==> config.mk <==
export PLATFORM = sky130hd
export DESIGN_NAME = epp_host_master_flat
export DESIGN_NICKNAME = d
export VERILOG_FILES = /design/src/rtl/epp_host_pkg.sv /design/src/rtl/epp_host_if.sv /design/src/rtl/epp_sync2.sv /design/src/rtl/epp_host_master.sv /design/src/flat_wrapper.sv
export SDC_FILE = /design/constraint.sdc
export NUM_CORES = 1
export LEC_CHECK = 0
export CORE_MARGIN = 2
export CORE_UTILIZATION = 40
export DETAILED_ROUTE_END_ITERATION = 6
export PLACE_DENSITY = 0.68
export SYNTH_ARGS = -nofsm -noshare
export SYNTH_HDL_FRONTEND = slang
export SYNTH_SLANG_ARGS = --single-unit
==> constraint.sdc <==
create_clock -name clk -period 5.4 [get_ports clk]
set_input_delay 0.54 -clock clk [delete_from_list [all_inputs] [get_ports clk]]
set_output_delay 0.54 -clock clk [all_outputs]
set_load 0.02 [all_outputs]
==> src/rtl/epp_host_pkg.sv <==
// -----------------------------------------------------------------------------
// epp_host_pkg
//   Shared definitions for the host-side EPP engine:
//   - command op encodings (address/data x write/read),
//   - FSM state encodings (plain localparams for legacy-compatible tools),
//   - default timing constants,
//   - small decode helpers for the op field.
//   Optional feature macro used by the engine: EPP_HOST_TIMEOUT_EN.
// -----------------------------------------------------------------------------
package epp_host_pkg;

  // Command op field: [1] = 0 address cycle / 1 data cycle,
  //                   [0] = 0 write / 1 read
  localparam logic [1:0] OP_ADR_WR = 2'b00;
  localparam logic [1:0] OP_ADR_RD = 2'b01;
  localparam logic [1:0] OP_DAT_WR = 2'b10;
  localparam logic [1:0] OP_DAT_RD = 2'b11;

  // FSM states
  localparam logic [1:0] ST_IDLE    = 2'd0;
  localparam logic [1:0] ST_SETUP   = 2'd1;
  localparam logic [1:0] ST_STROBE  = 2'd2;
  localparam logic [1:0] ST_RELEASE = 2'd3;

  // Default timing
  localparam int DEF_SETUP_CYC   = 2;
  localparam int DEF_TIMEOUT_CYC = 1000;
  localparam int DEF_CNT_W       = 10;

  // Decoded view of a latched command
  typedef struct packed {
    logic isData;   // 1 = data strobe, 0 = address strobe
    logic isRead;   // 1 = read cycle, 0 = write cycle
  } cmd_attr_t;

  function automatic cmd_attr_t decodeOp(input logic [1:0] op);
    cmd_attr_t a;
    a.isData = (op == OP_DAT_WR) || (op == OP_DAT_RD);
    a.isRead = (op == OP_ADR_RD) || (op == OP_DAT_RD);
    return a;
  endfunction

endpackage

==> src/rtl/epp_host_if.sv <==
// -----------------------------------------------------------------------------
// epp_host_if
//   Bundles the local command/response handshake and the EPP bus pins of the
//   host engine.
//   modport master : the host engine (drives cmd_ready, rsp_*, strobes, bus out)
//   modport slave  : local logic + peripheral side (drives cmd_*, eppDbIn,
//                    eppWait)
//   Signals:
//     cmd_valid/cmd_ready/cmd_op[1:0]/cmd_data[7:0]  command handshake
//     rsp_valid/rsp_data[7:0]/rsp_timeout            completion pulse
//     eppDbOut[7:0]/eppDbIn[7:0]/eppDbOe             split bidirectional data
//     eppAstb/eppDstb (active-low), eppWrite, eppWait
// -----------------------------------------------------------------------------
interface epp_host_if;

  logic       cmd_valid;
  logic       cmd_ready;
  logic [1:0] cmd_op;
  logic [7:0] cmd_data;

  logic       rsp_valid;
  logic [7:0] rsp_data;
  logic       rsp_timeout;

  logic [7:0] eppDbOut;
  logic [7:0] eppDbIn;
  logic       eppDbOe;
  logic       eppAstb;
  logic       eppDstb;
  logic       eppWrite;
  logic       eppWait;

  modport master (
    input  cmd_valid, cmd_op, cmd_data, eppDbIn, eppWait,
    output cmd_ready, rsp_valid, rsp_data, rsp_timeout,
           eppDbOut, eppDbOe, eppAstb, eppDstb, eppWrite
  );

  modport slave (
    output cmd_valid, cmd_op, cmd_data, eppDbIn, eppWait,
    input  cmd_ready, rsp_valid, rsp_data, rsp_timeout,
           eppDbOut, eppDbOe, eppAstb, eppDstb, eppWrite
  );

endinterface

==> src/rtl/epp_sync2.sv <==
// -----------------------------------------------------------------------------
// epp_sync2
//   Two-flop synchronizer for a single asynchronous level (eppWait).
//   Both flops clear to 0 on reset, so the engine sees "peripheral not ready"
//   until the pin has been observed for two clocks.
//   Ports: clk, rst (async, active-high), d (async in), q (synchronized out)
// -----------------------------------------------------------------------------
module epp_sync2 (
  input  logic clk,
  input  logic rst,
  input  logic d,
  output logic q
);

  logic meta_p0;

  always_ff @(posedge clk or posedge rst) begin
    if (rst) begin
      meta_p0 <= 1'b0;
      q       <= 1'b0;
    end else begin
      // stage 0: metastability catch
      meta_p0 <= d;
      // stage 1: synchronized output
      q       <= meta_p0;
    end
  end

endmodule

==> src/rtl/epp_host_master.sv <==
// -----------------------------------------------------------------------------
// epp_host_master
//   Host-side EPP initiator. Accepts one command at a time from local logic,
//   runs a fully interlocked address or data strobe cycle with the peripheral
//   (strobe low -> wait high -> strobe high -> wait low) and returns a
//   one-cycle response carrying read data or a timeout flag.
//
//   Parameters:
//     SETUP_CYC    clocks of data/eppWrite setup before the strobe falls
//                  (0 behaves as 1)
//     TIMEOUT_CYC  max clocks spent in either wait phase (timeout build only)
//     CNT_W        width of the shared setup/timeout counter
//
//   Ports:
//     clk   system clock
//     rst   asynchronous reset, active-high; releases strobes and bus at once
//     bus   epp_host_if.master: cmd_*/rsp_* handshake and EPP pins
//
//   Configuration macro:
//     EPP_HOST_TIMEOUT_EN  defined  -> both wait phases abort after
//                                      TIMEOUT_CYC clocks with rsp_timeout=1
//                          undefined -> wait phases wait indefinitely,
//                                       rsp_timeout stays 0
// -----------------------------------------------------------------------------
module epp_host_master
  import epp_host_pkg::*;
#(
  parameter int SETUP_CYC   = DEF_SETUP_CYC,
  parameter int TIMEOUT_CYC = DEF_TIMEOUT_CYC,
  parameter int CNT_W       = DEF_CNT_W
) (
  input  logic       clk,
  input  logic       rst,
  epp_host_if.master bus
);

  localparam int              SETUP_EFF  = (SETUP_CYC < 1) ? 1 : SETUP_CYC;
  localparam logic [CNT_W-1:0] SETUP_LOAD = CNT_W'(SETUP_EFF - 1);

  // Both counter loads must fit the shared counter.
  if ((TIMEOUT_CYC < 1) || (TIMEOUT_CYC - 1 >= (1 << CNT_W)) ||
      (SETUP_EFF - 1 >= (1 << CNT_W))) begin : gBadCfg
    $error("epp_host_master: CNT_W too small for SETUP_CYC/TIMEOUT_CYC");
  end

`ifdef EPP_HOST_TIMEOUT_EN
  localparam logic [CNT_W-1:0] TIMEOUT_LAST = CNT_W'(TIMEOUT_CYC - 1);
`endif

  logic [1:0]       state;
  logic [CNT_W-1:0] cnt;
  cmd_attr_t        attr;
  cmd_attr_t        newAttr;
  logic             waitS;

  assign newAttr = decodeOp(bus.cmd_op);

  // eppWait is asynchronous to clk; every decision uses the synchronized copy.
  epp_sync2 u_waitSync (
    .clk (clk),
    .rst (rst),
    .d   (bus.eppWait),
    .q   (waitS)
  );

  always_ff @(posedge clk or posedge rst) begin
    if (rst) begin
      state           <= ST_IDLE;
      cnt             <= '0;
      attr            <= '0;
      bus.cmd_ready   <= 1'b1;
      bus.rsp_valid   <= 1'b0;
      bus.rsp_data    <= '0;
      bus.rsp_timeout <= 1'b0;
      bus.eppDbOut    <= '0;
      bus.eppDbOe     <= 1'b0;
      bus.eppAstb     <= 1'b1;
      bus.eppDstb     <= 1'b1;
      bus.eppWrite    <= 1'b1;
    end else begin
      bus.rsp_valid <= 1'b0;

      case (state)
        // IDLE: latch the command and present direction/data for setup
        ST_IDLE: begin
          if (bus.cmd_valid && bus.cmd_ready) begin
            attr          <= newAttr;
            bus.cmd_ready <= 1'b0;
            bus.eppWrite  <= newAttr.isRead;
            bus.eppDbOe   <= !newAttr.isRead;
            if (!newAttr.isRead) begin
              bus.eppDbOut <= bus.cmd_data;
            end
            cnt   <= SETUP_LOAD;
            state <= ST_SETUP;
          end
        end

        // SETUP: bus has been stable for SETUP_EFF clocks when cnt hits 0
        ST_SETUP: begin
          if (cnt == '0) begin
            if (attr.isData) begin
              bus.eppDstb <= 1'b0;
            end else begin
              bus.eppAstb <= 1'b0;
            end
            cnt   <= '0;
            state <= ST_STROBE;
          end else begin
            cnt <= cnt - CNT_W'(1);
          end
        end

        // STROBE: hold strobe until the peripheral signals ready
        ST_STROBE: begin
          if (waitS) begin
            if (attr.isRead) begin
              bus.rsp_data <= bus.eppDbIn;
            end
            bus.eppAstb <= 1'b1;
            bus.eppDstb <= 1'b1;
            cnt         <= '0;
            state       <= ST_RELEASE;
          end
`ifdef EPP_HOST_TIMEOUT_EN
          else if (cnt == TIMEOUT_LAST) begin
            bus.eppAstb     <= 1'b1;
            bus.eppDstb     <= 1'b1;
            bus.eppDbOe     <= 1'b0;
            bus.eppWrite    <= 1'b1;
            bus.rsp_valid   <= 1'b1;
            bus.rsp_timeout <= 1'b1;
            bus.rsp_data    <= '0;
            bus.cmd_ready   <= 1'b1;
            state           <= ST_IDLE;
          end else begin
            cnt <= cnt + CNT_W'(1);
          end
`endif
        end

        // RELEASE: cycle is only finished once the peripheral drops wait,
        // even if wait was already high when the strobe fell.
        ST_RELEASE: begin
          if (!waitS) begin
            bus.eppWrite    <= 1'b1;
            bus.eppDbOe     <= 1'b0;
            bus.rsp_valid   <= 1'b1;
            bus.rsp_timeout <= 1'b0;
            if (!attr.isRead) begin
              bus.rsp_data <= '0;
            end
            bus.cmd_ready   <= 1'b1;
            state           <= ST_IDLE;
          end
`ifdef EPP_HOST_TIMEOUT_EN
          else if (cnt == TIMEOUT_LAST) begin
            bus.eppAstb     <= 1'b1;
            bus.eppDstb     <= 1'b1;
            bus.eppDbOe     <= 1'b0;
            bus.eppWrite    <= 1'b1;
            bus.rsp_valid   <= 1'b1;
            bus.rsp_timeout <= 1'b1;
            bus.rsp_data    <= '0;
            bus.cmd_ready   <= 1'b1;
            state           <= ST_IDLE;
          end else begin
            cnt <= cnt + CNT_W'(1);
          end
`endif
        end

        default: begin
          state <= ST_IDLE;
        end
      endcase
    end
  end

endmodule

==> src/flat_wrapper.sv <==
// flat-port wrapper written by rule: the top's interface ports become plain ports
module epp_host_master_flat import epp_host_pkg::*;
#(
  parameter int SETUP_CYC   = DEF_SETUP_CYC,
  parameter int TIMEOUT_CYC = DEF_TIMEOUT_CYC,
  parameter int CNT_W       = DEF_CNT_W
)
  (clk, rst, bus_cmd_valid, bus_cmd_op, bus_cmd_data, bus_eppDbIn, bus_eppWait, bus_cmd_ready, bus_rsp_valid, bus_rsp_data, bus_rsp_timeout, bus_eppDbOut, bus_eppDbOe, bus_eppAstb, bus_eppDstb, bus_eppWrite);
  epp_host_if bus_i ();
  input  logic clk;
  input  logic rst;
  input wire logic [$bits(bus_i.cmd_valid)-1:0] bus_cmd_valid;
  input wire logic [$bits(bus_i.cmd_op)-1:0] bus_cmd_op;
  input wire logic [$bits(bus_i.cmd_data)-1:0] bus_cmd_data;
  input wire logic [$bits(bus_i.eppDbIn)-1:0] bus_eppDbIn;
  input wire logic [$bits(bus_i.eppWait)-1:0] bus_eppWait;
  output wire logic [$bits(bus_i.cmd_ready)-1:0] bus_cmd_ready;
  output wire logic [$bits(bus_i.rsp_valid)-1:0] bus_rsp_valid;
  output wire logic [$bits(bus_i.rsp_data)-1:0] bus_rsp_data;
  output wire logic [$bits(bus_i.rsp_timeout)-1:0] bus_rsp_timeout;
  output wire logic [$bits(bus_i.eppDbOut)-1:0] bus_eppDbOut;
  output wire logic [$bits(bus_i.eppDbOe)-1:0] bus_eppDbOe;
  output wire logic [$bits(bus_i.eppAstb)-1:0] bus_eppAstb;
  output wire logic [$bits(bus_i.eppDstb)-1:0] bus_eppDstb;
  output wire logic [$bits(bus_i.eppWrite)-1:0] bus_eppWrite;
  assign bus_i.cmd_valid = bus_cmd_valid;
  assign bus_i.cmd_op = bus_cmd_op;
  assign bus_i.cmd_data = bus_cmd_data;
  assign bus_i.eppDbIn = bus_eppDbIn;
  assign bus_i.eppWait = bus_eppWait;
  assign bus_cmd_ready = bus_i.cmd_ready;
  assign bus_rsp_valid = bus_i.rsp_valid;
  assign bus_rsp_data = bus_i.rsp_data;
  assign bus_rsp_timeout = bus_i.rsp_timeout;
  assign bus_eppDbOut = bus_i.eppDbOut;
  assign bus_eppDbOe = bus_i.eppDbOe;
  assign bus_eppAstb = bus_i.eppAstb;
  assign bus_eppDstb = bus_i.eppDstb;
  assign bus_eppWrite = bus_i.eppWrite;
  epp_host_master #(.SETUP_CYC(SETUP_CYC), .TIMEOUT_CYC(TIMEOUT_CYC), .CNT_W(CNT_W)) u_core (.clk(clk), .rst(rst), .bus(bus_i));
endmodule
# Word level (Yosys, flattened, before mapping)
# Index checks and enable logic that the tools add are counted.
# op_classes
n_addsub	1
n_eq_ne	14
n_mux	31
bitwise_logic	1
reduce_logical	18
# op_table
op	n
two-way mux 8 bit	4
two-way mux 10 bit	3
case mux 10 bit (3 select lines)	1
case mux 8 bit (2 select lines)	1
two-way mux 1 bit	12
AND reduction 4 bit	3
zero test 10 bit	1
case mux 1 bit (2 select lines)	5
subtractor 10 x 1 -> 10 bit (second input constant)	1
AND reduction 3 bit	3
equality test 2 bit (second input constant)	4
two-way mux 2 bit	4
inequality test 2 x 1 -> 1 bit (second input constant)	4
inequality test 2 bit (second input constant)	4
case mux 2 bit (4 select lines)	1
nonzero test 2 bit	3
AND reduction 5 bit	1
equality test 2 x 1 -> 1 bit (second input constant)	2
nonzero test 3 bit	1
zero test 2 bit	1
logical OR 1 bit	2
AND reduction 2 bit	1
logical AND 1 bit	1
zero test 1 bit	1
NOT 1 bit	1
# word_totals
register_bits	38
in_bits	22
out_inout_bits	23
word_cells	79

# Longest topological paths before layout
# Gate-level depths: netlist (run 1).
# logic_depth
ltp_word	5
ltp_mapped	7

# Hierarchy
# From an unflattened synthesis (run 1), not the netlist that was laid out.
# unflattened
cells_unflattened	156
area_unflattened_um2	1820.5
# modules_own_cells
mod	n_inst	cells_per_inst	area_per_inst_um2	seq_area_each_um2
epp_host_master	1	153	1766.7	905.9
epp_sync2	1	3	53.8	50.0

# Worst setup path after synthesis (run 1)
# No wires, ideal clock.
# synth_path
path_type	flip-flop to flip-flop
from	register u_core.cnt[6]
to	register u_core.state[1]
t_arrival_ps	1847
required_ps	5273
path_slack_ps	3426
stages_incl_launch_ff	6
path_buffers	1
synth_period_minus_slack_ps	1974
path_cell_list	dfrtp_1 or4_1 buf_2 o31ai_1 and3_1 mux2_1
# synth_via
elab_chain_cells	3
# synth_lines
element	line_no	text
start: declaration	epp_host_master.sv:51	logic [CNT_W-1:0] cnt;
start signal: assignment	epp_host_master.sv:110	cnt <= cnt - CNT_W'(1);
zero test 10 bit	epp_host_master.sv:101	if (cnt == '0) begin
inequality test 2 x 1 -> 1 bit (no source line)	n/a	
AND reduction 4 bit (no source line)	n/a	
end signal: assignment	epp_host_master.sv:95	state <= ST_SETUP;
end signal: assignment	epp_host_master.sv:108	state <= ST_STROBE;
end signal: assignment	epp_host_master.sv:123	state <= ST_RELEASE;
end: declaration	epp_host_master.sv:50	logic [1:0] state;
# No other way between the ends.
# A chain may end at the register's enable or synchronous reset.

# Final worst setup path (run 1)
# layout_path
from	register u_core.cnt[5]
to	register u_core.state[1]
# Same word-level chain as after synthesis.

==> results of run 1 <==
==> cell type report <==
cell class                      instances  share of cell area (%)
Clock buffer                            7                    3.63
Clock inverter                          1                   0.210
Inverter                               18                    2.84
Multi-Input combinational cell        104                    32.1
Sequential cell                        38                    40.1
Tap cell                               52                    2.73
Timing Repair Buffer                   44                    18.4
==> worst paths after layout <==
path / start / slack [ns] / cells after the start / endpoint
worst max-delay path: u_core.cnt[5] / 3.22 / 4 / u_core.state[1]
worst min-delay path: u_core.u_waitSync.meta_p0 / 0.35 / 0 / u_core.u_waitSync.q
worst max register to register: u_core.cnt[5] / 3.22 / 4 / u_core.state[1]
worst min register to register: u_core.u_waitSync.meta_p0 / 0.35 / 0 / u_core.u_waitSync.q
max in group asynchronous: rst / 4.39 / 3 / u_core.bus.eppDstb
min in group asynchronous: rst / 0.65 / 3 / u_core.state[0]
==> state kept, by name, summed over array words and instances (netlist names) <==
| name | cells |
|---|---|
| u_core.bus.eppDstb | 1 |
| u_core.bus.eppWrite | 1 |
| u_core.bus.cmd_ready | 1 |
| u_core.bus.eppDbOe | 1 |
| u_core.state | 2 |
| u_core.bus.eppAstb | 1 |
| u_core.cnt | 10 |
| u_core.bus.rsp_data | 8 |
| u_core.u_waitSync.q | 1 |
| u_core.bus.eppDbOut | 8 |
| u_core.bus.rsp_valid | 1 |
| u_core.u_waitSync.meta_p0 | 1 |
| u_core.attr | 2 |
==> cell usage in the layout (no fill, tap or decap), types with 2 or more instances in the layout <==
master,synthesis,layout
a21o_1,2,2
a21oi_1,11,11
and3_1,2,2
and4b_1,2,2
clkbuf_8,0,6
clkdlybuf4s50_1,0,43
dfrtp_1,34,34
dfstp_2,4,4
ha_1,6,6
inv_1,18,18
mux2_2,10,10
nand2b_1,4,4
nand3_1,3,3
nand3b_1,8,8
nor2_1,5,5
nor3_1,4,4
o21ai_0,15,15
o31ai_1,5,5
or2_2,2,2
or3_1,4,4
or4_1,5,5
==> through the flow <==
stage	power, W	worst slack [ns]	instance area, µm²	hold WS (ns)	std cells
floorplan	0.000967	3.43	1830	0.331	168
global placement	0.00118	3.26	2290	0.332	256
detailed placement	0.00122	3.18	2290	0.336	256
CTS	0.00143	3.23	2380	0.352	264
global route	0.00152	3.08	2380	0.370	264
finish	0.00142	3.22	2380	0.349	264
==> cells by family after synthesis <==
group           share of synthesized area (%)
simple gates                             15.5
other cells                             0.205
compound gates                           14.7
fa+ha+maj                                4.11
xor+xnor                                0.480
flops                                    52.4
mux                                      6.79
buf+inv                                  5.83
==> metal layers <==
layer	wire, µm	track usage (%)	share of wire (%)	vias to the layer above
met5	0	0	0	-
met4	104	9.43	2.6	0
met3	115	3.23	2.9	8
met2	1980	27.8	50	27
met1	1750	21.0	44	671
li1	-	-	-	676
==> worst register-to-register path, cell delays in order, from the launching register on <==
cell and delay [ns]:
dfrtp_1 0.41, or4_1 0.66, o31ai_1 0.43, and3_1 0.25
mux2_1 0.33
==> report_power, final <==
part | total, W | switching (W) | internal, W
Combinational | 0.000726 | 0.000390 | 0.000336
Clock | 0.000200 | 0.0000973 | 0.000103
Sequential | 0.000490 | 0.0000823 | 0.000408
==> summary by stage, run 1 <==
Global route
The initial antenna violation count is 0. The global router's overall resource usage is 16.9%. The largest net degree at the start of global routing is 39.

The via count of the first global-routing pass is 1405. The total overflow left after global routing is 0. The wire length of the first global-routing pass is 6640 µm.

Critical path
STA classifies the critical path startpoint as a flip-flop. The largest single stage delay on the critical path is 0.66 ns. The highest net fanout along the worst path is 9. The cell family with the largest share of critical-path delay is simple AND/OR/NAND/NOR gates. Data on the critical path is required at its endpoint by 5.58 ns. STA classifies the critical path endpoint as a flip-flop. The classification of the worst setup path is flip-flop to flip-flop.

For the worst setup path, the data arrival time is 2.37 ns. Together, buffers and inverters on the worst path number 0. The slowest stage of the critical path belongs to the cell or4_1.

The signal on the critical path passes through or4_1 -> o31ai_1 -> and3_1 -> mux2_1.

Floorplan
The top-level port count is 45. The width of the chip is 71.6 µm. The die covers 5120 µm². The total area inside the core boundary comes to 4380 µm². The floorplan has 24 rows. Measured along the y axis, the die boundary spans 71.6 µm.

Once the floorplan was initialized, standard cells occupied 41.6% of the core.

Clock tree
TritonCTS built the clock tree. The buffer cell driving the clock tree root is clkbuf_8. Post-CTS repair changed the size of 0 cells. Buffers inserted to repair hold after CTS numbered 0. The clock network latency to the later pin of the worst-skew pair is 0.30 ns. The H-tree generated during clock tree synthesis spans 2 levels. For this design, the sink count on the clock tree is 38. Clock tree synthesis inserted a total of 5 buffers. The number of setup buffers added after CTS is 0. The clock-pin transition on the worst setup and hold timing paths is 0.07 ns. Counting along the longest clock path gives a buffer depth of 2.

Finish
The final net count is 239. Of the cells placed in the final design, the portion with a size suffix greater than 1 is 13.2%. The area overhead of the layout relative to synthesis is 30.4%. The multi-input gate area in the final layout is 763 µm². The final-layout fill cell count is 379. The share of the core filled with cells in the final layout is 54.3%. The count of inserted antenna diode cells is 0. The sequential standard cell area is 956 µm².

Yosys
Counting instances in the post-synthesis netlist gives the leading cell types as dfrtp_1, inv_1, o21ai_0. The combined area of all synthesized cells is 1830 µm². By area the synthesized netlist is led by dfrtp_1, mux2_2, dfstp_2. After synthesis, the share of flip-flops with an asynchronous set or reset is 100%. The share of Yosys cell area claimed by the top area cell type is 46.6%. In this run, distinct cell masters in the synthesized netlist total 39.

The count of synthesis-stage warnings from yosys is 0. The library cell with the highest instance count after synthesis is dfrtp_1. The register area share after synthesis is 52.4%. The flip-flop cell with the highest count after synthesis is dfrtp_1.

Of all cell types, the one taking the most synthesized area is dfrtp_1. The number of enable-type register cells in the synthesized netlist is 0. The synthesized area divided by synthesized cell count is 10.9 µm².

The gate count of the mapped netlist is 168. The number of synthesized register bits is 38. The number of nets in the synthesized netlist is 196.

Drt
In the final routed layout, each cell accounts on average for 15.0 µm. The detailed-route via count is 1382. Dividing the detail-routed via count by the number of cells gives 5.23. The count of nets left with antenna violations once routing finished came out at 0. After detailed routing, the total wire length is 3950 µm.

The first routing iteration left 109 violations. Before antenna repair, the detailed router went through 4 iterations. In the routed design, unresolved DRC markers number 0.

Power
In this run the static leakage power is 1.05 nW. Dividing total power by cell area gives a power density of 595 nW/µm². The maximum vdd drop is 0.202 mV.

Timing
The worst path in the final design needs a cycle of 2.18 ns, including I/O delays and setup. On the final layout, the worst clock skew is 0.00747 ns. Summed over all failing endpoints, the final setup total negative slack is 0 ns. The number of slew-limit violations in the final report is 0.

The maximum clock frequency is 0.458 GHz. Setup violations remaining at the end of the flow were counted as 0. After layout, the worst path uses 40.5% of the clock period. The final number of hold-violating endpoints is 0. Setup repair after global routing left no endpoint under its margin.

Place
The congestion estimate from routability-driven global placement came to 0.833. After legalization and detailed placement, the total HPWL measured 2880 µm. The port buffer count is 43.

Flow run
The count of max-cap constraint violations is 0.

Status
The run finished with clean final reports.

Min path
The class of the most critical hold timing path is flip-flop to flip-flop.
Power figures use the tool's default switching activity.
==> run 2, diff against run 1 <==
--- a/config.mk
+++ b/config.mk
@@ -8,7 +8,7 @@
 export CORE_MARGIN = 2
 export CORE_UTILIZATION = 40
 export DETAILED_ROUTE_END_ITERATION = 6
-export PLACE_DENSITY = 0.68
+export PLACE_DENSITY = 0.71
 export SYNTH_ARGS = -nofsm -noshare
 export SYNTH_HDL_FRONTEND = slang
 export SYNTH_SLANG_ARGS = --single-unit
==> constraint.sdc (replaced) <==
create_clock -name clk -period 1.84 [get_ports clk]
set_input_delay 0.184 -clock clk [delete_from_list [all_inputs] [get_ports clk]]
set_output_delay 0.184 -clock clk [all_outputs]
set_load 0.02 [all_outputs]
==> summary by stage, run 2 (same netlist as run 1, synthesis figures left out) <==
Finish
The largest registers in the layout are u_core.cnt (10), u_core.bus.eppDbOut (8), u_core.bus.rsp_data (8). The final net count is 260 (+8.8%). The non-filler instance count after layout is 285 (+8.0%). In the layout the commonest cells are clkdlybuf4s50_1, dfrtp_1, buf_4, inv_1, o21ai_0.

The multi-input gate area in the final layout is 857 µm² (+12%). The area overhead of the layout relative to synthesis is 44.1%. The most common library cell in the layout ignoring fill and taps is clkdlybuf4s50_1. The count of inserted antenna diode cells is 0 (unchanged). The layout cell share with drive strength beyond 1 came to 27.9% (+15 points). The number of flip-flops under the largest register name is 10 (unchanged). The final-layout fill cell count is 367 (-3.2%).

The sequential standard cell area is 956 µm² (unchanged). The share of the core filled with cells in the final layout was 60.0% (+5.7 points). Ranked by flip-flop count, first place goes to u_core.cnt.

Clock tree
The clock network latency to the later pin of the worst-skew pair is 0.29 ns (about the same). The deepest clock path buffer count came to 2 (unchanged). The deepest level of the CTS H-tree was 2 (unchanged).

The total number of clock tree sinks is 38 (unchanged). The total of hold buffers inserted after clock tree synthesis is 0 (unchanged). TritonCTS built the clock tree. The tree is rooted in a clkbuf_8. The clock-pin transition on the worst setup and hold timing paths is 0.07 ns (about the same).

The clock buffer count from CTS was 5 (unchanged).

Floorplan
The overall die height was 71.6 µm (unchanged). The total number of placement rows is 24 (unchanged). The placeable core region is 4380 µm² (unchanged). The die area came to 5120 µm² (unchanged). The initial standard-cell utilization of the core came to 41.6% (unchanged). The width of the chip was 71.6 µm (unchanged). The top-level port count is 45 (unchanged).

Critical path
The critical path arrival is 2.08 ns (-0.29 ns). The worst-case reg-to-reg path depth is 7 (+3). The startpoint of the worst register-to-register path is u_core.state[0]. The delay of the slowest critical-path stage is 0.40 ns (-0.26 ns). In this run the critical register-to-register path is captured at u_core.cnt[9]. The critical path data required time is 2.05 ns (-3.53 ns).

STA classifies the critical path startpoint as a flip-flop. The classification of the worst setup path is flip-flop to flip-flop. The highest net fanout along the worst path is 5 (-4). The signal on the critical path passes through inv_2 -> ha_4 -> a21bo_4 -> nand4_1 -> buf_4 -> or4_1 -> a21oi_1. The register-to-register setup slack came to -0.03 ns (-3.25 ns). The slowest cell on the critical path is or4_1. The critical path endpoint category is a flip-flop.

Power
The total power per unit cell area is 1790 nW/µm² (+200%). The maximum vdd drop is 0.856 mV (+320%). The leakage power is 1.17 nW (+11%).

Timing
The share of the clock period used by the worst path is 102% (+61 points). The final clock skew came to 0.00759 ns (+0.000114 ns). The number of slew-limit violations in the final report is 0 (unchanged). The number of endpoints failing setup at the final stage is 1 (+1). The worst setup margin is -0.0300 ns (-3.25 ns).

The maximum clock frequency is 0.535 GHz (+17%). Setup repair after global routing could not meet its margin everywhere. The post-route minimum period is 1.87 ns (-0.314 ns). The final number of hold-violating endpoints was 0 (unchanged).

Global route
The total congestion overflow is 0 (unchanged). The initial antenna violation count is 0 (unchanged). The wire length of the first global-routing pass is 6640 µm (+0.11%). The global router's overall resource usage is 16.8% (-0.11 points). The via count of the first global-routing pass was 1492 (+6.2%). The largest net degree at the start of global routing was 39 (unchanged).

Min path
The class of the most critical hold timing path is primary input to asynchronous set/reset pin.

Status
The run finished, with violations left. The checks that failed: setup timing.

Place
The half-perimeter wire length after placement is 2750 µm (-4.5%). The final weighted congestion in routability-driven placement is 0.782 (-6.1%). The pre-CTS setup slack is -0.0539 ns (-3.23 ns). The port buffer count is 43 (unchanged).

The total instance count after detailed placement came to 274 (+7.0%).

Drt
The number of design rule violations left after detail routing is 0 (unchanged). The first-pass iteration count of the detailed router is 4 (unchanged). The average detailed-routed wire length per instance was 14.0 µm (-6.4%).

The detailed router's first-iteration violation count is 45 (-59%). The detailed-route via count is 1443 (+4.4%). The count of nets left with antenna violations after detail routing was 0 (unchanged).

The via density per instance is 5.06 (-3.3%). The total routed wirelength is 3990 µm (+1.0%).

Flow run
The count of max-cap constraint violations was 0 (unchanged).
[run 2: how the worst max path moves through the flow]
stage / from / end
2_1_floorplan: u_core.cnt[5] / u_core.state[1]
3_3_place_gp: u_core.cnt[5] / u_core.cnt[1]
3_5_place_dp: u_core.cnt[5] / u_core.cnt[6]
4_1_cts: u_core.cnt[5] / u_core.cnt[6]
5_1_grt: u_core.state[0] / u_core.cnt[9]
6_report: u_core.state[0] / u_core.cnt[9]
[run 2: where the power goes]
group | internal (W) | switching [W] | total [W]
Sequential | 0.00120 | 0.000204 | 0.00140
Clock | 0.000262 | 0.000284 | 0.000546
Combinational | 0.00143 | 0.00135 | 0.00277
Total | 0.00289 | 0.00183 | 0.00472
[run 2: final cells by class]
| cell class | count | area share [%] |
|---|---|---|
| Multi-Input combinational cell | 104 | 32.6 |
| Tap cell | 52 | 2.47 |
| Clock inverter | 2 | 0.380 |
| Inverter | 18 | 2.57 |
| Sequential cell | 38 | 36.3 |
| Timing Repair Buffer | 65 | 22.9 |
| Clock buffer | 6 | 2.76 |
[run 2: stage by stage]
step / TNS [ns] / total power, W / hold slack [ns] / cell area, µm²
final: -0.0300 / 0.00472 / 0.303 / 2630
after global routing: -0.580 / 0.00512 / 0.324 / 2630
after CTS: -0.00487 / 0.00451 / 0.315 / 2530
after detailed placement: -0.369 / 0.00392 / 0.342 / 2450
after global placement: -0.205 / 0.00389 / 0.333 / 2450
after floorplan: -0.0139 / 0.00297 / 0.215 / 1850
[run 2: critical path: cells and delay by family, from the launching register on]
| family | cells | cell delay (ns) |
|---|---|---|
| simple gates | 2 | 0.62 |
| flops | 1 | 0.38 |
| compound gates | 2 | 0.33 |
| buf+inv | 2 | 0.30 |
| fa+ha+maj | 1 | 0.16 |
[run 2: repair_timing]
| action | in CTS | in global routing |
|---|---|---|
| setup buffers | 0 | 3 |
| resized for setup | 1 | 17 |
| endpoints found under the setup margin | 12 | 11 |
| pin swaps | 1 | 7 |
[run 2: per-layer routing]
layer  wire length [µm]  vias up  track usage, %
li1                   -      719               -
met5                  0        -               0
met4                 68        0            7.97
met2               2000       24            26.3
met3                166        6            5.34
met1               1760      694            21.2
